## src/rtl/bit_transition_scheduler_if.sv

```systemverilog
`timescale 1ns/1ps
`default_nettype none
// ============================================================================
// Module   : bit_transition_scheduler_if
// Brief    : Request/grant, event handshake and counter read bundle.
// Revision : 1.0
// ============================================================================
interface bit_transition_scheduler_if #(
    parameter int NCH = 4,
    parameter int CW  = 8,
    parameter int IDW = 2
);
    logic [NCH-1:0] Req;
    logic [NCH-1:0] X;
    logic [NCH-1:0] Gnt;
    logic           EvValid;
    logic           EvReady;
    logic [IDW-1:0] EvCh;
    logic           EvDir;
    logic           CntClr;
    logic [IDW-1:0] RdSel;
    logic [CW-1:0]  RdCnt;

    modport master (
        output Req, X, EvReady, CntClr, RdSel,
        input  Gnt, EvValid, EvCh, EvDir, RdCnt
    );

    modport slave (
        input  Req, X, EvReady, CntClr, RdSel,
        output Gnt, EvValid, EvCh, EvDir, RdCnt
    );
endinterface
`default_nettype wire

```

## src/rtl/bit_transition_scheduler.sv

```systemverilog
`timescale 1ns/1ps
`default_nettype none
// ============================================================================
// Module   : bit_transition_scheduler
// Brief    : Round-robin shared bit-transition detector with event register
//            and saturating per-channel transition counters.
// Revision : 1.0
// ============================================================================
module bit_transition_scheduler #(
    parameter int NCH = 4,
    parameter int CW  = 8,
    parameter int IDW = 2
) (
    input  logic                        Clk,
    input  logic                        Clr,
    bit_transition_scheduler_if.slave   bus
);

    typedef enum logic [1:0] {
        HIST_NONE = 2'd0,
        HIST_0    = 2'd1,
        HIST_1    = 2'd2
    } hist_t;

    localparam logic [CW-1:0] C_CNT_MAX = '1;

    hist_t          r_hist     [NCH];
    hist_t          w_hist_nxt [NCH];
    logic [IDW-1:0] r_ptr;
    logic [IDW-1:0] w_ptr_nxt;
    logic           w_stall;
    logic           w_found;
    logic [IDW-1:0] w_idx;
    logic           w_grant;
    logic           w_bit;
    logic           w_trans;
    logic [NCH-1:0] w_gnt;
    logic           r_ev_valid;
    logic [IDW-1:0] r_ev_ch;
    logic           r_ev_dir;
    logic [CW-1:0]  r_cnt [NCH];
    logic [CW-1:0]  w_rd_cnt;

    assign w_stall = r_ev_valid && !bus.EvReady;

    // Cyclic search for the first requester at or after the pointer.
    always_comb begin : p_arb
        int             w_j;
        logic [IDW-1:0] w_sel;
        w_j     = 0;
        w_sel   = '0;
        w_found = 1'b0;
        w_idx   = '0;
        for (int i = 0; i < NCH; i++) begin
            w_j = int'(r_ptr) + i;
            if (w_j >= NCH) begin
                w_j = w_j - NCH;
            end
            w_sel = w_j[IDW-1:0];
            if (!w_found && bus.Req[w_sel]) begin
                w_found = 1'b1;
                w_idx   = w_sel;
            end
        end
    end

    // Clr gates the grant so nothing is offered while reset is asserted.
    assign w_grant = w_found && !w_stall && Clr;
    assign w_bit   = bus.X[w_idx];
    assign w_trans = w_grant &&
                     (((r_hist[w_idx] == HIST_0) &&  w_bit) ||
                      ((r_hist[w_idx] == HIST_1) && !w_bit));

    always_comb begin : p_gnt
        w_gnt = '0;
        if (w_grant) begin
            w_gnt[w_idx] = 1'b1;
        end
    end

    assign bus.Gnt = w_gnt;

    always_comb begin : p_hist_nxt
        for (int k = 0; k < NCH; k++) begin
            w_hist_nxt[k] = r_hist[k];
        end
        if (w_grant) begin
            w_hist_nxt[w_idx] = w_bit ? HIST_1 : HIST_0;
        end
    end

    always_comb begin : p_ptr_nxt
        w_ptr_nxt = r_ptr;
        if (w_grant) begin
            w_ptr_nxt = (int'(w_idx) == NCH - 1) ? '0 : w_idx + IDW'(1);
        end
    end

    always_ff @(posedge Clk or negedge Clr) begin : p_state
        if (!Clr) begin
            for (int k = 0; k < NCH; k++) begin
                r_hist[k] <= HIST_NONE;
            end
            r_ptr <= '0;
        end else begin
            for (int k = 0; k < NCH; k++) begin
                r_hist[k] <= w_hist_nxt[k];
            end
            r_ptr <= w_ptr_nxt;
        end
    end

    // A new event takes priority over consumption so throughput is one per cycle.
    always_ff @(posedge Clk or negedge Clr) begin : p_event
        if (!Clr) begin
            r_ev_valid <= 1'b0;
            r_ev_ch    <= '0;
            r_ev_dir   <= 1'b0;
        end else if (w_trans) begin
            r_ev_valid <= 1'b1;
            r_ev_ch    <= w_idx;
            r_ev_dir   <= w_bit;
        end else if (bus.EvReady) begin
            r_ev_valid <= 1'b0;
        end
    end

    always_ff @(posedge Clk or negedge Clr) begin : p_count
        if (!Clr) begin
            for (int k = 0; k < NCH; k++) begin
                r_cnt[k] <= '0;
            end
        end else if (bus.CntClr) begin
            for (int k = 0; k < NCH; k++) begin
                r_cnt[k] <= '0;
            end
        end else if (w_trans && (r_cnt[w_idx] != C_CNT_MAX)) begin
            r_cnt[w_idx] <= r_cnt[w_idx] + CW'(1);
        end
    end

    // Select values with no matching channel read back as zero.
    always_comb begin : p_rd
        w_rd_cnt = '0;
        for (int k = 0; k < NCH; k++) begin
            if (bus.RdSel == IDW'(k)) begin
                w_rd_cnt = r_cnt[k];
            end
        end
    end

    assign bus.RdCnt   = w_rd_cnt;
    assign bus.EvValid = r_ev_valid;
    assign bus.EvCh    = r_ev_ch;
    assign bus.EvDir   = r_ev_dir;

endmodule
`default_nettype wire

```

## src/flat_wrapper.sv

```systemverilog
// flat-port wrapper written by rule: the top's interface ports become plain ports
module bit_transition_scheduler_flat 
#(
    parameter int NCH = 4,
    parameter int CW  = 8,
    parameter int IDW = 2
)
  (Clk, Clr, bus_Req, bus_X, bus_EvReady, bus_CntClr, bus_RdSel, bus_Gnt, bus_EvValid, bus_EvCh, bus_EvDir, bus_RdCnt);
  bit_transition_scheduler_if #(.NCH(NCH), .CW(CW), .IDW(IDW)) bus_i ();
  input  logic Clk;
  input  logic Clr;
  input wire logic [$bits(bus_i.Req)-1:0] bus_Req;
  input wire logic [$bits(bus_i.X)-1:0] bus_X;
  input wire logic [$bits(bus_i.EvReady)-1:0] bus_EvReady;
  input wire logic [$bits(bus_i.CntClr)-1:0] bus_CntClr;
  input wire logic [$bits(bus_i.RdSel)-1:0] bus_RdSel;
  output wire logic [$bits(bus_i.Gnt)-1:0] bus_Gnt;
  output wire logic [$bits(bus_i.EvValid)-1:0] bus_EvValid;
  output wire logic [$bits(bus_i.EvCh)-1:0] bus_EvCh;
  output wire logic [$bits(bus_i.EvDir)-1:0] bus_EvDir;
  output wire logic [$bits(bus_i.RdCnt)-1:0] bus_RdCnt;
  assign bus_i.Req = bus_Req;
  assign bus_i.X = bus_X;
  assign bus_i.EvReady = bus_EvReady;
  assign bus_i.CntClr = bus_CntClr;
  assign bus_i.RdSel = bus_RdSel;
  assign bus_Gnt = bus_i.Gnt;
  assign bus_EvValid = bus_i.EvValid;
  assign bus_EvCh = bus_i.EvCh;
  assign bus_EvDir = bus_i.EvDir;
  assign bus_RdCnt = bus_i.RdCnt;
  bit_transition_scheduler #(.NCH(NCH), .CW(CW), .IDW(IDW)) u_core (.Clk(Clk), .Clr(Clr), .bus(bus_i));
endmodule
```

## config.mk

```make
export PLATFORM = sky130hd
export DESIGN_NAME = bit_transition_scheduler_flat
export DESIGN_NICKNAME = d
export VERILOG_FILES = /design/src/rtl/bit_transition_scheduler_if.sv /design/src/rtl/bit_transition_scheduler.sv /design/src/flat_wrapper.sv
export SDC_FILE = /design/constraint.sdc
export NUM_CORES = 1
export LEC_CHECK = 0
export ABC_AREA = 1
export BUFFER_PORTS_ARGS = -buffer_cell sky130_fd_sc_hd__clkbuf_2
export CELL_PAD_IN_SITES_DETAIL_PLACEMENT = 1
export CELL_PAD_IN_SITES_GLOBAL_PLACEMENT = 1
export CORE_ASPECT_RATIO = 1.2
export CORE_MARGIN = 2
export CORE_UTILIZATION = 40
export CTS_BUF_LIST = sky130_fd_sc_hd__clkbuf_4 sky130_fd_sc_hd__clkbuf_8
export DETAILED_ROUTE_END_ITERATION = 8
export PLACE_DENSITY = 0.83
export SLEW_MARGIN = 20
export SYNTH_ARGS = -nofsm -noshare
export SYNTH_HDL_FRONTEND = slang
export SYNTH_SLANG_ARGS = --single-unit
```

## constraint.sdc

```tcl
create_clock -name Clk -period 2.7 [get_ports Clk]
set_clock_uncertainty 0.1 [all_clocks]
set_input_delay 0.135 -clock Clk [delete_from_list [all_inputs] [get_ports Clk]]
set_output_delay 0.135 -clock Clk [all_outputs]
set_load 0.02 [all_outputs]
```

==> results of run 1 <==
[Yosys cell counts, drive strengths merged, types with 3 or more instances]
library cell,instances,area share [%]
nand2,179,20
nand3,110,18
inv,66,7.4
dfrtp,46,34
nor2,24,3.3
nand4,22,4.1
buf,17,3.9
o21ai,15,2.2
a21oi,9,1.3
o22ai,7,1.3
ha,5,1.8
clkbuf,3,0.33
[flip-flops by register name, indices dropped and copies added (netlist names)]
register            cells
u_core.bus.EvCh         2
u_core.r_ptr            2
u_core.bus.EvValid      1
u_core.r_hist           8
u_core.r_cnt           32
u_core.bus.EvDir        1
[metal layers]
metal	part of all wire [%]	wire, um	GRT usage (%)	vias to the layer above
met5	0	0	0	-
li1	-	-	-	1898
met1	34	7150	40.8	2336
met3	10	2110	5.85	170
met4	9.2	1900	22.0	0
met2	46	9600	62.3	426
[placed cells by master (no fill, tap or decap), types with 8 or more instances in the layout]
master,count
nor2_2,8
inv_2,11
nand2_1,118
buf_6,19
nand3_2,21
nor2_4,14
o21ai_0,12
nand2_2,45
clkbuf_2,25
inv_1,50
a21oi_1,9
nand2_4,16
buf_4,61
nand4_1,22
nand3_4,11
nand3_1,79
dfrtp_1,45
[layout make-up]
type | count | share of cell area, %
Timing Repair Buffer | 124 | 21.7
Multi-Input combinational cell | 383 | 46.6
Sequential cell | 46 | 22.0
Inverter | 66 | 5.07
Clock buffer | 6 | 1.58
Clock inverter | 2 | 0.239
Tap cell | 114 | 2.73
[worst min path at each step]
stage	startpoint	end	slack, ns	cells past startpoint
2_1_floorplan	Clr	u_core.bus.EvCh[0]	-0.26	0
3_3_place_gp	bus_EvReady	u_core.bus.EvValid	0.28	4
3_5_place_dp	Clr	u_core.r_cnt[21]	0.31	2
4_1_cts	bus_CntClr	u_core.r_cnt[10]	0.19	4
5_1_grt	bus_CntClr	u_core.r_cnt[26]	0.22	4
6_report	bus_CntClr	u_core.r_cnt[8]	0.20	4
[stage by stage]
step	worst slack, ns	util [%]	TNS [ns]
final	-0.726	63.8	-24.38
after global routing	-0.796	63.8	-29.04
after CTS	-0.134	57.9	-2.85
after detailed placement	-0.556	49.5	-16.87
after global placement	-0.416	49.5	-12.11
after floorplan	0.0138	-	0
[kinds of logic (layout without fill, tap and decap cells)]
logic type	count (synthesis)	in the layout
xor+xnor	1	1
flops	46	46
buf+inv	86	198
fa+ha+maj	5	5
simple gates	337	339
compound gates	38	38
[worst reg2reg max path: cells and delay by family, from the launching register on]
kind | cells | cell delay, ns
buffers and inverters | 7 | 0.88
DFF | 1 | 0.52
and+or+nand+nor | 16 | 1.81
[timing repair]
item	CTS	global route
hold buffers	2	0
buffers inserted	19	14
setup endpoints to repair	43	48
resized for setup	95	108
pin swaps	35	44
endpoints found under the hold margin	47	0
gates cloned	4	0
==> impl_metrics.env, run 1 <==
export IMPL_outcome="finished, violations left"
export IMPL_violations="negative setup slack"
export IMPL_fin_hold_ws_ns=0.198
export IMPL_synthXorXnorAreaFrac_pct=0.258
export IMPL_synth_edf_count=0
export IMPL_path_delay_family="simple AND/OR/NAND/NOR gates"
export IMPL_async_flop_share_pct=100
export IMPL_hold_viol_final=0
export IMPL_syn_area_um2=3400
export IMPL_globalplace_congestion=0.939
export IMPL_setup_ws_ns=-0.726
export IMPL_clock_sinks=46
export IMPL_synth_net_count=532
export IMPL_final_nets=645
export IMPL_io_pins=30
export IMPL_cts_root_buffer="clkbuf_8"
export IMPL_drc_errors=0
export IMPL_first_iter_violations=433
export IMPL_cts_tree="built"
export IMPL_crit_fanout=5
export IMPL_crit_buf_inv=7
export IMPL_wirelength_um=20800
export IMPL_finalCriticalPeriod_ns=3.43
export IMPL_synth_warnings=0
export IMPL_n_fill_cell=1013
export IMPL_cp_data_arrival_time_ns=3.58
export IMPL_synth_cells=513
export IMPL_grt_max_degree=47
export IMPL_fmax_ghz=0.292
export IMPL_drt_pre_antenna_iters=5
export IMPL_die_h_um=105
export IMPL_synth_compound_area_share_pct=6.55
export IMPL_rsz0062_at_grt="true"
export IMPL_die_area_um2=9250
export IMPL_slew_violations=0
export IMPL_antenna_found_initial=0
export IMPL_required_ns=2.85
export IMPL_post_dp_hpwl_um=9190
export IMPL_synth_simple_area_share_pct=45.8
export IMPL_critPathMaxStageDelay_ns=0.52
export IMPL_cp_depth=23
export IMPL_synth_top_family_by_area="simple AND/OR/NAND/NOR gates"
export IMPL_n_antenna_cell=0
export IMPL_cap_violations=0
export IMPL_syn2layout_area_growth_pct=53.9
export IMPL_startpoint="u_core.r_ptr[1]"
export IMPL_rows=36
export IMPL_antenna_left=0
export IMPL_grt_pass1_vias=4658
export IMPL_crit_chain="inv_2 > nand2_1 > nand2_4 > nand2_2 > nand2_2 > nor2_4 > nand3_2 > nand3_2 > nand2_4 > inv_6 > buf_4 > buf_4 > nand3_1 > nand2_2 > buf_4 > nand2_2 > inv_1 > nand2_1 > nand2_1 > nand2_1 > inv_1 > nand3_1 > nand2_1"
export IMPL_synth_seq_cells=46
export IMPL_path_class="register to register"
export IMPL_r2r_cells=23
export IMPL_reg2reg_from="u_core.r_ptr[1]"
export IMPL_cts_htree_levels=2
export IMPL_muxShareOfSynthArea_pct=0
export IMPL_multi_input_area_um2=2440
export IMPL_die_w_um=88.1
export IMPL_ys_seq_area_share_pct=33.9
export IMPL_drive_above_1_share_pct=43.4
export IMPL_vias=4830
export IMPL_crit_path_top_delay_cell="dfrtp_1"
export IMPL_finalInstanceArea_um2=5230
export IMPL_worstHoldPathType="primary input to register"
export IMPL_min_period_over_period_pct=127
export IMPL_final_cells=741
export IMPL_initial_core_util_pct=41.5
export IMPL_crit_end="u_core.r_cnt[22]"
export IMPL_crit_path_end_kind="register"
export IMPL_dp_cells=694
export IMPL_clock_latency_ns=0.36
export IMPL_dpl_cell_area_um2=4050
export IMPL_seq_area_um2=1150
export IMPL_yosys_area_share_adder_pct=1.84
export IMPL_grtUsageTotal_pct=36.2
export IMPL_io_buffers=29
export IMPL_crit_path_start_kind="register"
export IMPL_relSlewSlack_pct=52.4
export IMPL_setup_viol=48
export IMPL_yosys_cell_types_count=29
export IMPL_avgViaCountPerCell=6.52
export IMPL_core_um2=8200
export IMPL_synth_area_per_cell_um2=6.62
export IMPL_cts_buffers=5
export IMPL_r2r_end="u_core.r_cnt[22]"
export IMPL_worst_r2r_setup_slack_ns=-0.73
export IMPL_clk_pin_slew_ns=0.14
export IMPL_grt_first_pass_wirelength_um=25200
export IMPL_path_common_cell="nand2_1"
export IMPL_cts_path_max_buffers=2
export IMPL_avgRoutedWirePerCell_um=28.0
export IMPL_yosys_most_used_dff="dfrtp_1"
export IMPL_grt_overflow=0
export IMPL_worst_slew_pin_slew_ns=0.711
Power of run 1 is left out: the tool's default activity adds up to more than one toggle a clock period on the data nets, which glitch-free logic cannot reach.
==> run 2: changes to the inputs <==
- MAX_ROUTING_LAYER: unset -> met4
==> impl_metrics.env, run 2 (synthesis gave the netlist of run 1 again) <==
export IMPL_first_iter_violations=471
export IMPL_wl_met3_um=1650
export IMPL_rows=36
export IMPL_fin_hold_ws_ns=0.225
export IMPL_met1_length_um=6910
export IMPL_die_h_um=105
export IMPL_top_register="u_core.r_cnt"
export IMPL_crit_chain="clkinv_4 > nand2_2 > nand3_2 > nand2_2 > inv_2 > nand3_4 > buf_8 > nand4_1 > nand2_1 > nand2_1 > nand2_2 > nand4_1 > nand2_2 > buf_12 > nand3_4 > nand3_2 > nand2_1"
export IMPL_cts_root_buffer="clkbuf_8"
export IMPL_post_dp_hpwl_um=9200
export IMPL_dpl_cell_area_um2=4060
export IMPL_cts_buffers=5
export IMPL_setup_viol=48
export IMPL_n_fill_cell=1033
export IMPL_setup_ws_ns=-0.577
export IMPL_final_common_cell="nand2_1"
export IMPL_top_layer_used="met4"
export IMPL_core_um2=8200
export IMPL_clock_sinks=46
export IMPL_avgViaCountPerCell=6.40
export IMPL_drive_above_1_share_pct=42.4
export IMPL_antenna_found_initial=0
export IMPL_wirelength_um=19600
export IMPL_syn2layout_area_growth_pct=50.9
export IMPL_grt_pass1_vias=4883
export IMPL_n_antenna_cell=0
export IMPL_grt_first_pass_wirelength_um=25500
export IMPL_crit_path_end_kind="register"
export IMPL_initial_core_util_pct=41.5
export IMPL_slew_violations=0
export IMPL_io_pins=30
export IMPL_finalInstanceArea_um2=5130
export IMPL_final_cell_mix="nand2_1, nand3_1, buf_4"
export IMPL_path_common_cell="nand2_2"
export IMPL_cts_tree="built"
export IMPL_cap_violations=0
export IMPL_worst_slew_pin_slew_ns=1.15
export IMPL_drc_errors=0
export IMPL_worstHoldPathType="primary input to register"
export IMPL_violations="negative setup slack"
export IMPL_clk_pin_slew_ns=0.13
export IMPL_wl_met2_um=9580
export IMPL_crit_fanout=17
export IMPL_grt_overflow=0
export IMPL_utilization_pct=62.6
export IMPL_required_ns=2.82
export IMPL_outcome="finished, violations left"
export IMPL_min_period_over_period_pct=121
export IMPL_drt_pre_antenna_iters=6
export IMPL_cts_htree_levels=2
export IMPL_antenna_left=0
export IMPL_largest_reg_flops=32
export IMPL_hold_viol_final=0
export IMPL_vias=4709
export IMPL_die_area_um2=9250
export IMPL_rsz0062_at_grt="true"
export IMPL_die_w_um=88.1
export IMPL_critPathMaxStageDelay_ns=0.54
export IMPL_grtUsageTotal_pct=37.0
export IMPL_avgRoutedWirePerCell_um=26.6
export IMPL_path_class="register to register"
export IMPL_grt_max_degree=47
export IMPL_fmax_ghz=0.305
export IMPL_final_nets=640
export IMPL_cts_path_max_buffers=2
export IMPL_crit_path_start_kind="register"
export IMPL_reg_largest_list="u_core.r_cnt: 32 flops, u_core.r_hist: 8 flops"
export IMPL_globalplace_congestion=0.949
export IMPL_relSlewSlack_pct=22.7
export IMPL_finalCriticalPeriod_ns=3.28
export IMPL_dp_worst_setup_slack_ns=-0.570
export IMPL_clock_latency_ns=0.35
export IMPL_crit_path_top_delay_cell="dfrtp_2"
export IMPL_hold_path_depth=4
export IMPL_r2r_cells=17
export IMPL_cp_data_arrival_time_ns=3.39
export IMPL_io_buffers=29
-- run 2: changes by cell type in the layout (fill, tap and decap cells not counted), sizes merged --
cell and delta:
buf -6, bufbuf -1, bufinv +2, clkinv +2, clkinvlp -1, inv -1
-- run 2: cell type report --
cell class / count / area (um2) / area share, %
repair inverters: 1 / 3.75 / 0.0732
well taps: 114 / 143 / 2.78
inverters: 66 / 263 / 5.12
repair buffers: 118 / 1020 / 19.9
multi-input cells: 383 / 2410 / 47.0
clock buffers: 5 / 68.8 / 1.34
flip-flops and latches: 46 / 1150 / 22.5
clock inverters: 3 / 68.8 / 1.34
-- run 2: final timing paths --
| kind | slack, ns | start | end |
|---|---|---|---|
| setup reg to reg | -0.58 | u_core.r_ptr[0] | u_core.r_cnt[19] |
| setup / recovery | -0.58 | u_core.r_ptr[0] | u_core.r_cnt[19] |
| min in group asynchronous | 0.45 | Clr | u_core.r_ptr[1] |
| hold / removal | 0.23 | bus_CntClr | u_core.r_cnt[13] |
| hold reg to reg | 0.42 | u_core.r_cnt[4] | u_core.r_cnt[4] |
| max in group asynchronous | 1.60 | Clr | u_core.r_cnt[28] |
-- run 2: metal layers --
layer  global-route usage (%)  vias to the layer above
met3                     7.03                      148
li1                         -                     1897
met4                     23.6                        0
met5                        -                        -
met1                     39.4                     2301
met2                     61.7                      363
-- run 2: stage by stage --
stage / cells / TNS, ns
2_1_floorplan: 513 / 0
3_3_place_gp: 695 / -13.08
3_5_place_dp: 695 / -18.88
4_1_cts: 726 / -4.73
5_1_grt: 736 / -23.72
6_report: 736 / -18.83
-- run 2: worst max-delay path, delay by kind of cell, from the launching register on --
kind | cells | cell delay, ns
flip-flops | 1 | 0.54
buffers and inverters | 4 | 0.58
AND/OR/NAND/NOR | 13 | 1.91
-- run 2: what timing repair did --
| action | in CTS | in global routing |
|---|---|---|
| buffers inserted | 17 | 16 |
| endpoints found under the hold margin | 47 | 0 |
| cloned | 4 | 0 |
| endpoints found under the setup margin | 46 | 48 |
| hold buffers | 2 | 0 |
| pin swaps | 24 | 50 |
| gates resized for setup | 79 | 104 |
Power of run 2 is left out for the same reason.
